$ cat src/rtl/ser_dat_tx_pkg.sv
// ser_dat_tx_pkg: shared types and constants for the bus-mapped serial transmitter.
package ser_dat_tx_pkg;

    typedef enum logic [1:0] {
        IDLE = 2'd0,
        LOW  = 2'd1,
        HIGH = 2'd2
    } tx_state_t;

    // Command field (BA7..BA4) codes
    localparam logic [3:0] CMD_DATA   = 4'h0;
    localparam logic [3:0] CMD_CS_ON  = 4'h1;
    localparam logic [3:0] CMD_CS_OFF = 4'h2;
    localparam logic [3:0] CMD_STATUS = 4'h0;

    // Window match values for BA13 / BA12
    localparam logic WIN_BA13 = 1'b0;
    localparam logic WIN_BA12 = 1'b1;

    // Width of a down-counter that must hold values 0..n-1
    function automatic int unsigned cnt_width(input int unsigned n);
        return (n > 1) ? $clog2(n) : 1;
    endfunction

endpackage

$ cat src/rtl/ser_dat_tx_phase.sv
// ser_dat_tx_phase: reloadable down-counter timing one sclk half-period.
// zero is high when the current half-period has run its CLK_DIV cycles.
module ser_dat_tx_phase
    import ser_dat_tx_pkg::*;
#(
    parameter int unsigned CLK_DIV = 4
) (
    input  logic clk,
    input  logic rst_n,
    input  logic load,
    output logic zero
);

    localparam int unsigned PW = cnt_width(CLK_DIV);

    logic [PW-1:0] cnt;

    // Reload to CLK_DIV-1 on request, otherwise count down and hold at zero
    always_ff @(posedge clk or negedge rst_n) begin
        if (!rst_n) begin
            cnt <= '0;
        end else if (load) begin
            cnt <= PW'(CLK_DIV - 1);
        end else if (cnt != '0) begin
            cnt <= cnt - PW'(1);
        end
    end

    assign zero = (cnt == '0);

endmodule

$ cat src/rtl/ser_dat_tx.sv
// ser_dat_tx: bus-mapped serial transmitter on the SSER/BA window.
// Bus writes load a frame or drive chip select; a status read returns
// {overrun, busy}. Optional macro SER_DAT_TX_LSB_FIRST_EN shifts frames
// LSB-first instead of MSB-first.
module ser_dat_tx
    import ser_dat_tx_pkg::*;
#(
    parameter int unsigned CLK_DIV    = 4,
    parameter int unsigned FRAME_BITS = 8
) (
    input  logic       clk,
    input  logic       rst_n,
    input  logic       sser,
    input  logic [9:0] ba,
    input  logic       br_w,
    input  logic [7:0] bd_in,
    output logic [7:0] bd_out,
    output logic       bd_oe,
    output logic       scs_n,
    output logic       sclk,
    output logic       sdo,
    output logic       done
);

    localparam int unsigned BW = cnt_width(FRAME_BITS);

    tx_state_t             state, state_nxt;
    logic                  sel;
    logic [3:0]            cmd;
    logic                  wr_req;
    logic                  rd_stat;
    logic                  wr_vld_q;
    logic [3:0]            wr_cmd_q;
    logic [FRAME_BITS-1:0] wr_data_q;
    logic [FRAME_BITS-1:0] shreg;
    logic [BW-1:0]         bitcnt;
    logic                  phase_zero;
    logic                  phase_load;
    logic                  sh_load;
    logic                  sh_shift;
    logic                  done_nxt;
    logic                  overrun_set;
    logic                  busy;
    logic                  overrun;
    logic                  unused_bits;

    assign sel     = ~sser & (ba[9] == WIN_BA13) & (ba[8] == WIN_BA12);
    assign cmd     = ba[3:0];
    assign wr_req  = sel & ~br_w &
                     ((cmd == CMD_DATA) | (cmd == CMD_CS_ON) | (cmd == CMD_CS_OFF));
    assign rd_stat = sel & br_w & (cmd == CMD_STATUS);
    assign busy    = (state != IDLE);

    // BA7..BA4 carry the command; the remaining window bits are don't-care
    assign unused_bits = ^{ba[7:4], bd_in};

    // Writes are registered once so the FSM acts on them one edge after sampling
    always_ff @(posedge clk or negedge rst_n) begin
        if (!rst_n) begin
            wr_vld_q  <= 1'b0;
            wr_cmd_q  <= '0;
            wr_data_q <= '0;
        end else begin
            wr_vld_q <= wr_req;
            if (wr_req) begin
                wr_cmd_q  <= cmd;
                wr_data_q <= bd_in[FRAME_BITS-1:0];
            end
        end
    end

    ser_dat_tx_phase #(
        .CLK_DIV(CLK_DIV)
    ) u_phase (
        .clk   (clk),
        .rst_n (rst_n),
        .load  (phase_load),
        .zero  (phase_zero)
    );

    // FSM state register
    always_ff @(posedge clk or negedge rst_n) begin
        if (!rst_n) begin
            state <= IDLE;
        end else begin
            state <= state_nxt;
        end
    end

    // Next-state and datapath strobes
    always_comb begin
        state_nxt  = state;
        phase_load = 1'b0;
        sh_load    = 1'b0;
        sh_shift   = 1'b0;
        done_nxt   = 1'b0;
        unique case (state)
            IDLE: begin
                if (wr_vld_q && (wr_cmd_q == CMD_DATA)) begin
                    state_nxt  = LOW;
                    sh_load    = 1'b1;
                    phase_load = 1'b1;
                end
            end
            LOW: begin
                if (phase_zero) begin
                    state_nxt  = HIGH;
                    phase_load = 1'b1;
                end
            end
            HIGH: begin
                if (phase_zero) begin
                    if (bitcnt == '0) begin
                        state_nxt = IDLE;
                        done_nxt  = 1'b1;
                    end else begin
                        state_nxt  = LOW;
                        sh_shift   = 1'b1;
                        phase_load = 1'b1;
                    end
                end
            end
            default: state_nxt = IDLE;
        endcase
    end

    assign overrun_set = wr_vld_q & busy;

    // Shift register and bit counter
    always_ff @(posedge clk or negedge rst_n) begin
        if (!rst_n) begin
            shreg  <= '0;
            bitcnt <= '0;
        end else if (sh_load) begin
            shreg  <= wr_data_q;
            bitcnt <= BW'(FRAME_BITS - 1);
        end else if (sh_shift) begin
`ifdef SER_DAT_TX_LSB_FIRST_EN
            shreg  <= shreg >> 1;
`else
            shreg  <= shreg << 1;
`endif
            bitcnt <= bitcnt - BW'(1);
        end
    end

    // Frame-end pulse
    always_ff @(posedge clk or negedge rst_n) begin
        if (!rst_n) begin
            done <= 1'b0;
        end else begin
            done <= done_nxt;
        end
    end

    // Chip select follows CS writes accepted while idle
    always_ff @(posedge clk or negedge rst_n) begin
        if (!rst_n) begin
            scs_n <= 1'b1;
        end else if (wr_vld_q && !busy) begin
            if (wr_cmd_q == CMD_CS_ON) begin
                scs_n <= 1'b0;
            end else if (wr_cmd_q == CMD_CS_OFF) begin
                scs_n <= 1'b1;
            end
        end
    end

    // Status read port and sticky overrun; a set in the same edge as a read wins
    always_ff @(posedge clk or negedge rst_n) begin
        if (!rst_n) begin
            bd_out  <= '0;
            bd_oe   <= 1'b0;
            overrun <= 1'b0;
        end else begin
            bd_oe  <= rd_stat;
            bd_out <= rd_stat ? {6'b0, overrun, busy} : '0;
            if (overrun_set) begin
                overrun <= 1'b1;
            end else if (rd_stat) begin
                overrun <= 1'b0;
            end
        end
    end

    assign sclk = (state == HIGH);
`ifdef SER_DAT_TX_LSB_FIRST_EN
    assign sdo  = busy & shreg[0];
`else
    assign sdo  = busy & shreg[FRAME_BITS-1];
`endif

endmodule

$ cat config.mk
export PLATFORM = sky130hd
export DESIGN_NAME = ser_dat_tx
export DESIGN_NICKNAME = d
export VERILOG_FILES = /design/src/rtl/ser_dat_tx_pkg.sv /design/src/rtl/ser_dat_tx_phase.sv /design/src/rtl/ser_dat_tx.sv
export SDC_FILE = /design/constraint.sdc
export NUM_CORES = 1
export LEC_CHECK = 0
export BUFFER_PORTS_ARGS = -buffer_cell sky130_fd_sc_hd__clkbuf_2
export CAP_MARGIN = 5
export CORE_MARGIN = 5
export CORE_UTILIZATION = 29
export DETAILED_ROUTE_END_ITERATION = 16
export PLACE_DENSITY_LB_ADDON = 0.3
export SYNTH_ARGS = -nofsm -noshare
export SYNTH_HDL_FRONTEND = slang
export SYNTH_HIERARCHICAL = 1
export SYNTH_SLANG_ARGS = --single-unit
$ cat constraint.sdc
create_clock -name clk -period 3.1 [get_ports clk]
set_clock_uncertainty 0.15 [all_clocks]
set_input_delay 0.31 -clock clk [delete_from_list [all_inputs] [get_ports clk]]
set_output_delay 0.31 -clock clk [all_outputs]
set_load 0.02 [all_outputs]
Yosys cells after proc, flatten, opt, wreduce, memory -nomap -nowiden
Cells that the tools add are included.
{ "word_totals": {"mem_bits_rw": 0, "inputBits": 22, "n_memories": 0, "latch_bits": 0, "out_inout_bits": 13, "romBits": 0, "ff_bits": 34, "wordCells": 78} }
{ "classes": {"n_shift": 0, "div": 0, "n_lt_le_gt_ge": 0, "n_reduce_logical": 16, "bitwise": 13, "mux": 26, "n_mul": 0, "add_sub_neg": 2, "eq_ne": 9} }
{ "op_table": {"columns": ["cell", "n"], "rows": [
  ["two-way mux 8 bit", 2],
  ["two-way mux 1 bit", 14],
  ["two-way mux 2 bit", 6],
  ["nonzero test 2 bit", 6],
  ["bitwise AND 1 bit", 8],
  ["== test 4 x 1 -> 1 bit, second input constant", 2],
  ["== test 4 x 2 -> 1 bit, second input constant", 2],
  ["logical NOT 4 bit", 2],
  ["two-way mux 3 bit", 2],
  ["one-hot mux 2 bit (3 select lines)", 1],
  ["logical NOT 2 bit", 2],
  ["!= test 2 bit, second input constant", 2],
  ["logical NOT 3 bit", 1],
  ["inverter 1 bit", 3],
  ["one-hot mux 1 bit (3 select lines)", 1],
  ["AND reduction 3 bit", 1],
  ["subtractor 3 x 1 -> 3 bit, second input constant", 1],
  ["== test 2 x 1 -> 1 bit, second input constant", 1],
  ["== test 2 bit, second input constant", 1],
  ["logical AND 1 bit", 2],
  ["!= test 2 x 1 -> 1 bit, second input constant", 1],
  ["OR 1 bit", 2],
  ["AND reduction 2 bit", 1],
  ["subtractor 2 x 1 -> 2 bit, second input constant", 1],
  ["logical NOT 1 bit", 1]
]} }

Logic depth before layout (Yosys ltp)
Gate-level depths: netlist (run 1).
{ "logic_depth": {"word_depth": 7, "ltp_mapped": 7, "ltp_nobuf": 7} }

By module
The synthesis (run 1) kept the hierarchy.
{ "by_module_without_submodules": {"columns": ["mod", "seq_area_each_um2", "instances", "area_each_um2", "cells_per_inst"], "rows": [
  ["ser_dat_tx", 802.0, 1, 1467.7, 129],
  ["ser_dat_tx_phase", 50.0, 1, 97.6, 9]
]} }

Worst setup path after synthesis (run 1)
Ideal clock, no wire load.
{ "synth_timing": {"path_kind": "register -> register", "startpoint": "reg wr_cmd_q[3]", "endpoint": "reg shreg[1]", "arrival_ps": 1519, "period_less_slack_ps": 1792, "path_slack_ps": 1308, "stages_incl_launch_ff": 6, "required_time_ps": 2828, "setup_time_ps": 122, "path_buffers": 1, "path_cell_list": "dfrtp_1 or3b_4 or4_4 buf_6 nor2_2 a21oi_1"} }
{ "synth_via": {"elab_chain_cells": 5, "word_cells_on_any_way": 6, "cone_classes": "3 x mux; 3 x reduce/logical"} }
{ "synth_rtl": {"columns": ["element", "line_no", "source"], "rows": [
  ["start, declared", "ser_dat_tx.sv:33", "logic [3:0] wr_cmd_q;"],
  ["start signal, assigned", "ser_dat_tx.sv:66", "wr_cmd_q <= cmd;"],
  ["logical NOT 4 bit *", "ser_dat_tx.sv:99", "if (wr_vld_q && (wr_cmd_q == CMD_DATA)) begin"],
  ["logical AND 1 bit *", "ser_dat_tx.sv:99", null],
  ["two-way mux 1 bit *", "ser_dat_tx.sv:99", null],
  ["two-way mux 1 bit *", "ser_dat_tx.sv:97", "unique case (state)"],
  ["two-way mux 8 bit or nonzero test 2 bit (tied branches)", null, null],
  ["end signal, assigned", "ser_dat_tx.sv:135", "shreg <= wr_data_q;"],
  ["end signal, assigned", "ser_dat_tx.sv:141", "shreg <= shreg << 1;"],
  ["end, declared", "ser_dat_tx.sv:35", "logic [FRAME_BITS-1:0] shreg;"]
]} }
Every way passes the cells marked *; elsewhere a longest branch is shown, timed or not.
A chain may end at the register's enable or synchronous reset.

Worst setup path after layout (run 1)
{ "layout_timing": {"startpoint": "reg u_phase.cnt[0]", "endpoint": "reg bitcnt[2]"} }
{ "layout_via": {"elab_chain_cells": 4} }
{ "layout_rtl": {"columns": ["element", "line_no", "source"], "rows": [
  ["start, declared", "ser_dat_tx_phase.sv:16", "logic [PW-1:0] cnt;"],
  ["start signal, assigned", "ser_dat_tx_phase.sv:23", "cnt <= PW'(CLK_DIV - 1);"],
  ["start signal, assigned", "ser_dat_tx_phase.sv:25", "cnt <= cnt - PW'(1);"],
  ["logical NOT 2 bit", "ser_dat_tx_phase.sv:29", "assign zero = (cnt == '0);"],
  ["via phase_zero", "ser_dat_tx.sv:37", "logic phase_zero;"],
  ["two-way mux 1 bit", "ser_dat_tx.sv:112", "if (phase_zero) begin"],
  ["two-way mux 1 bit", "ser_dat_tx.sv:97", null],
  ["nonzero test 2 bit (no source line)", null, null],
  ["end signal, assigned", "ser_dat_tx.sv:136", "bitcnt <= BW'(FRAME_BITS - 1);"],
  ["end signal, assigned", "ser_dat_tx.sv:143", "bitcnt <= bitcnt - BW'(1);"],
  ["end, declared", "ser_dat_tx.sv:36", "logic [BW-1:0] bitcnt;"]
]} }
The timed path passes the listed nets, and every way through them passes these cells.

==> metrics.yaml, run 1 <==
status: "finished, violations left"
violations: "negative hold slack"
syn-instance-count: 138
fin_crit_sh_pct: 64.6
die_area_mm2: 0.00697
rsz0062_at_grt: "false"
worstMarginPinSlew_ns: 0.840
ir_drop_mv: 0.186
cts.sinks: 34
fp.dieH_um: 83.5
postRouteAntennaNets: 0
critPathKind: "flop to flop"
arrival_ns: 2.05
seq_area_frac_synth_pct: 54.4
via_per_inst: 4.32
gp_congestion: 0.697
crit_slowest_cell: "nor2b_1"
totalWireLength_um: 2740
ctsResizeCount: 0
maxCapViolCount: 0
fin_ws_ns: 1.10
p_leak_nw: 0.870
clk_pin_slew_ns: 0.06
htreeDepth: 2
syn_area_mm2: 0.00157
slew_headroom_pct: 44.0
rows: 26
worst_hold_path_type: "primary input to async pin"
r2r.worst_path.cells: 6
core-area_mm2: 0.00517
final-setup-viol-count: 0
path_cells: "inv_1 > ha_1 > nand3b_1 > nor2b_1 > a211oi_1 > a31oi_1"
avgSynthCellArea_um2: 11.3
avgRoutedWirePerCell_um: 11.7
area_growth_pct: 14.8
drt_pre_antenna_iters: 4
nets: 189
grt_antenna_before_repair: 0
whs_ns: -0.0216
max_stage_delay_ns: 0.56
r2r_end: "bitcnt[2]"
start_util_pct: 30.3
io_pins: 35
place_ws_ns: 1.04
power_mw: 1.21
path_delay_family: "simple AND/OR/NAND/NOR gates"
r2r_start: "u_phase/cnt[0]"
grt.total_usage_pct: 8.92
cts_tree: "yes"
die_x_um: 83.5
crit_buf_inv: 1
yosysWarningCount: 6
cp.required_ns: 3.15
worst-path-stages: 6
cts_setup_buffers: 0
root_buffer: "clkbuf_8"
worst-path-max-fanout: 10
fmax_ghz: 0.499
clk_latency_ns: 0.28
dpl.hpwl_um: 2000
cts_buffers: 5
reg2reg_setup_slack_ns: 1.10
grt.overflow.total: 0
grt_pass1_wl_um: 4850
drv_slew: 0
tns_ns: 0
synth_cell_types: 37
post-place-cells: 227
drt_iter0_drc: 33
power_density_mw_per_mm2: 672
clock_tree.buffer_depth: 2
fin_cells: 234
grt_max_degree: 35
insertedDiodeCount: 0
period_needed_ns: 2.00
drive_gt1_share_pct: 31.7
drc: 0
worstSetupEndpointType: "flop"
num_vias: 1011
cts_hold_buf: 0
port_buffers: 24
ys_ff_latch: 34
grt_pass1_vias: 1039
hold_viol: 33
startpoint_type: "flop"
[flip-flops by register name, indices dropped and copies added, names as in the netlist]
register and count:
bd_oe 1, bd_out 2, bitcnt 3, done 1, overrun 1, scs_n 1, shreg 8, state 2
u_phase/cnt 2, wr_cmd_q 4, wr_data_q 8, wr_vld_q 1
[cells by family (layout without fill, tap and decap cells)]
logic type               after synthesis  count (layout)  share of synthesized area [%]
buffers and inverters                 15              36                           5.75
flip-flops                            34              34                           54.4
adder cells (fa/ha/maj)                3               3                           2.40
XOR/XNOR                               2               2                           1.12
AND/OR/NAND/NOR                       45              45                           17.3
other                                  1               6                          0.240
multiplexers                           9               9                           6.47
AO/OA/AOI/OAI                         29              29                           12.2
[synth_stat cells]
library cell | n | area share (%)
a211o_1 | 1 | 0.56
a211oi_1 | 2 | 0.96
a211oi_4 | 1 | 1.3
a21o_1 | 1 | 0.48
a21oi_1 | 18 | 5.8
a31oi_1 | 1 | 0.40
and2_1 | 3 | 1.2
buf_1 | 1 | 0.24
buf_4 | 7 | 3.4
buf_6 | 1 | 0.72
clkbuf_1 | 1 | 0.24
conb_1 | 1 | 0.24
dfrtp_1 | 33 | 53
dfstp_2 | 1 | 1.7
ha_1 | 3 | 2.4
inv_1 | 5 | 1.2
mux2_2 | 9 | 6.5
nand2_1 | 11 | 2.6
nand2b_1 | 3 | 1.2
nand3_1 | 2 | 0.64
nand3_2 | 1 | 0.64
nand3b_1 | 2 | 0.96
nor2_1 | 4 | 0.96
nor2_2 | 6 | 2.4
nor2b_1 | 5 | 2.0
nor3_1 | 3 | 0.96
nor4_4 | 1 | 1.4
nor4b_1 | 1 | 0.56
o211ai_1 | 1 | 0.48
o21ba_2 | 2 | 1.3
o2bb2ai_1 | 1 | 0.56
o31ai_1 | 1 | 0.48
or2_1 | 1 | 0.40
or3b_4 | 1 | 0.72
or4_4 | 1 | 0.72
xnor2_1 | 1 | 0.56
xor2_1 | 1 | 0.56
[area by class of cell]
cell class	count	area (um2)
Clock buffer	7	76.3
Fill cell	526	3380
Inverter	5	18.8
Multi-Input combinational cell	94	642
Sequential cell	34	852
Tap cell	70	87.6
Timing Repair Buffer	24	120
[power breakdown]
group	internal [mW]	switching, mW
combinational	0.138	0.154
sequential	0.552	0.0704
clock	0.154	0.139
total	0.844	0.363
[how the worst max path moves through the flow]
stage / from / end / slack (ns)
floorplan: wr_cmd_q[3] / shreg[1] / 1.31
global route: u_phase/cnt[0] / bitcnt[2] / 0.83
global placement: u_phase/cnt[0] / shreg[3] / 1.05
finish: u_phase/cnt[0] / bitcnt[2] / 1.10
detailed placement: sser / wr_data_q[0] / 1.04
CTS: u_phase/cnt[0] / shreg[3] / 1.08
[cells in the final DEF, fill, tap and decap left out, types with 3 or more instances in the layout]
cell	instances
nand2_1	11
nor2b_1	5
and2_1	3
ha_1	3
nor3_1	3
clkbuf_2	24
nor2_2	6
conb_1	6
mux2_2	9
nor2_1	4
inv_1	5
clkbuf_8	5
a21oi_1	18
nand2b_1	3
dfrtp_1	33
[layer usage]
metal  track usage [%]  vias to the layer above  routed length [um]
met2              13.1                       26                1160
li1                  -                      511                   -
met4              3.95                        0                  46
met5                 0                        -                   0
met1              11.1                      470                1380
met3              4.24                        4                 160
[stage by stage]
| step | cell area, um2 | utilization, % |
|---|---|---|
| after floorplan | 1580 | - |
| after global placement | 1720 | 33.3 |
| after detailed placement | 1720 | 33.3 |
| after CTS | 1800 | 34.7 |
| after global routing | 1800 | 34.7 |
| final | 1800 | 34.7 |
Note: power is estimated with default switching activity, not from simulation.
==> inputs of run 2 (changes only) <==
Clock period 3.1 ns to 1.7 ns, I/O delays scaled along.
==> run 2 against run 1 <==
Net effect: the flow finishes with violations (negative setup slack); design area increased by 18%; global-route usage increased by 0.24 points; highest routed layer unchanged; critical path depth decreased by 2; power increased by 100%; critical path type unchanged; fmax increased by 15%; first-iteration DRC count increased by 120%; worst hold slack improved by 0.15 ns; worst setup slack got worse by 1.1 ns; non-clock buffer count increased by 30; core utilization increased by 6.3 points.
==> metrics.yaml, run 2 (same netlist as run 1, synthesis figures left out) <==
insertedDiodeCount: 0
totalWireLength_um: 2860
grt_pass1_vias: 1166
violations: "negative setup slack"
status: "finished, violations left"
cp.required_ns: 1.71
fin_ws_ns: -0.0365
fin_cells: 265
p_switching_mw: 0.730
ir_drop_mv: 0.322
die_area_mm2: 0.00697
final-setup-viol-count: 7
power_frac_clock_pct: 24.7
avgRoutedWirePerCell_um: 10.8
nets: 219
maxCapViolCount: 0
cts.sinks: 34
drt_pre_antenna_iters: 4
cts_buffers: 5
area_growth_pct: 35.6
die_x_um: 83.5
worst-path-max-fanout: 11
cts_tree: "yes"
fmax_ghz: 0.576
port_buffers: 24
fin_crit_sh_pct: 102
gp_congestion: 0.678
via_per_inst: 4.19
rows: 26
reg_top3: "shreg x8, wr_data_q x8, wr_cmd_q x4"
grt_pass1_wl_um: 5240
core-area_mm2: 0.00517
postRouteAntennaNets: 0
fp.dieH_um: 83.5
io_pins: 35
clock_tree.buffer_depth: 2
drc: 0
mostFrequentLayoutCells: "dfrtp_1, clkbuf_2, a21oi_1"
num_vias: 1110
power_mw: 2.47
power_density_mw_per_mm2: 1160
drv_slew: 0
switching_share_pct: 29.5
arrival_ns: 1.75
post-place-cells: 243
grt.total_usage_pct: 9.16
worst_hold_path_type: "primary input to flop"
clk_latency_ns: 0.28
p_leak_nw: 1.04
pwr-share-seq_pct: 45.5
grt.overflow.total: 0
tns_ns: -0.176
whs_ns: 0.128
hold_viol: 0
critPathKind: "flop to flop"
power_frac_comb_pct: 29.8
dpl.hpwl_um: 2030
worstSetupEndpointType: "flop"
start_util_pct: 30.3
grt_antenna_before_repair: 0
internal-power_mw: 1.74
root_buffer: "clkbuf_8"
layout_commonest_cell: "dfrtp_1"
period_needed_ns: 1.74
drive_gt1_share_pct: 40.0
clk_pin_slew_ns: 0.07
rsz0062_at_grt: "true"
htreeDepth: 2
drt_iter0_drc: 73
grt_max_degree: 35
startpoint_type: "flop"
run 2: changes by cell type in the layout (fill, tap and decap cells not counted), sizes merged:
| cell | before | now |
|---|---|---|
| buf | 0 | 20 |
| dlygate4sd3 | 0 | 11 |
| clkbuf | 31 | 29 |
| clkinv | 0 | 1 |
| clkinvlp | 0 | 1 |
run 2: metal layers:
metal | wire (um) | GRT usage [%]
met5 | 0 | 0
met4 | 34 | 4.39
met3 | 123 | 2.67
met2 | 1330 | 13.9
met1 | 1370 | 11.9
run 2: critical path: stages, from the launching register on:
cell     delay [ns]
dfrtp_1        0.37
or3b_4         0.40
or4_4          0.54
nor2_1         0.12
a21oi_1        0.04
run 2: cell type report:
| type | instances | area [um2] |
|---|---|---|
| clock buffer | 6 | 82.6 |
| clock inverter | 2 | 12.5 |
| fill | 495 | 3050 |
| inverter | 5 | 18.8 |
| multi-input combinational | 94 | 659 |
| sequential | 34 | 852 |
| tap | 70 | 87.6 |
| timing repair buffer | 54 | 409 |
run 2: path summary, 6_finish.rpt:
check	start	endpoint	slack, ns	cells after the start
worst max register to register	wr_cmd_q[3]	shreg[7]	-0.04	4
min in group asynchronous	rst_n	bd_out[0]	0.30	3
worst min-delay path	ba[1]	bd_oe	0.13	3
worst max-delay path	wr_cmd_q[3]	shreg[7]	-0.04	4
worst min register to register	overrun	bd_out[1]	0.33	1
max in group asynchronous	rst_n	scs_n	0.77	3
run 2: through the flow:
step	setup slack, ns	cell area [um2]	utilization [%]
finish	-0.0365	2120	41.0
CTS	-0.0583	2080	40.3
floorplan	-0.0915	1580	-
detailed placement	-0.154	1850	35.8
global route	-0.122	2120	41.0
global placement	-0.120	1850	35.8
run 2: power by group through the flow:
stage,sequential [mW],clock (mW),combinational (mW)
2_1_floorplan,1.12,0,0.443
3_3_place_gp,1.13,0,0.618
3_5_place_dp,1.14,0,0.630
4_1_cts,1.12,0.638,0.694
5_1_grt,1.15,0.667,0.851
6_report,1.12,0.611,0.735
run 2: repair_timing:
item	CTS	global route
resized for setup	4	8
hold buffers	11	0
endpoints found under the setup margin	13	14
buffers inserted	1	2
endpoints found under the hold margin	42	0
pin swaps	10	3
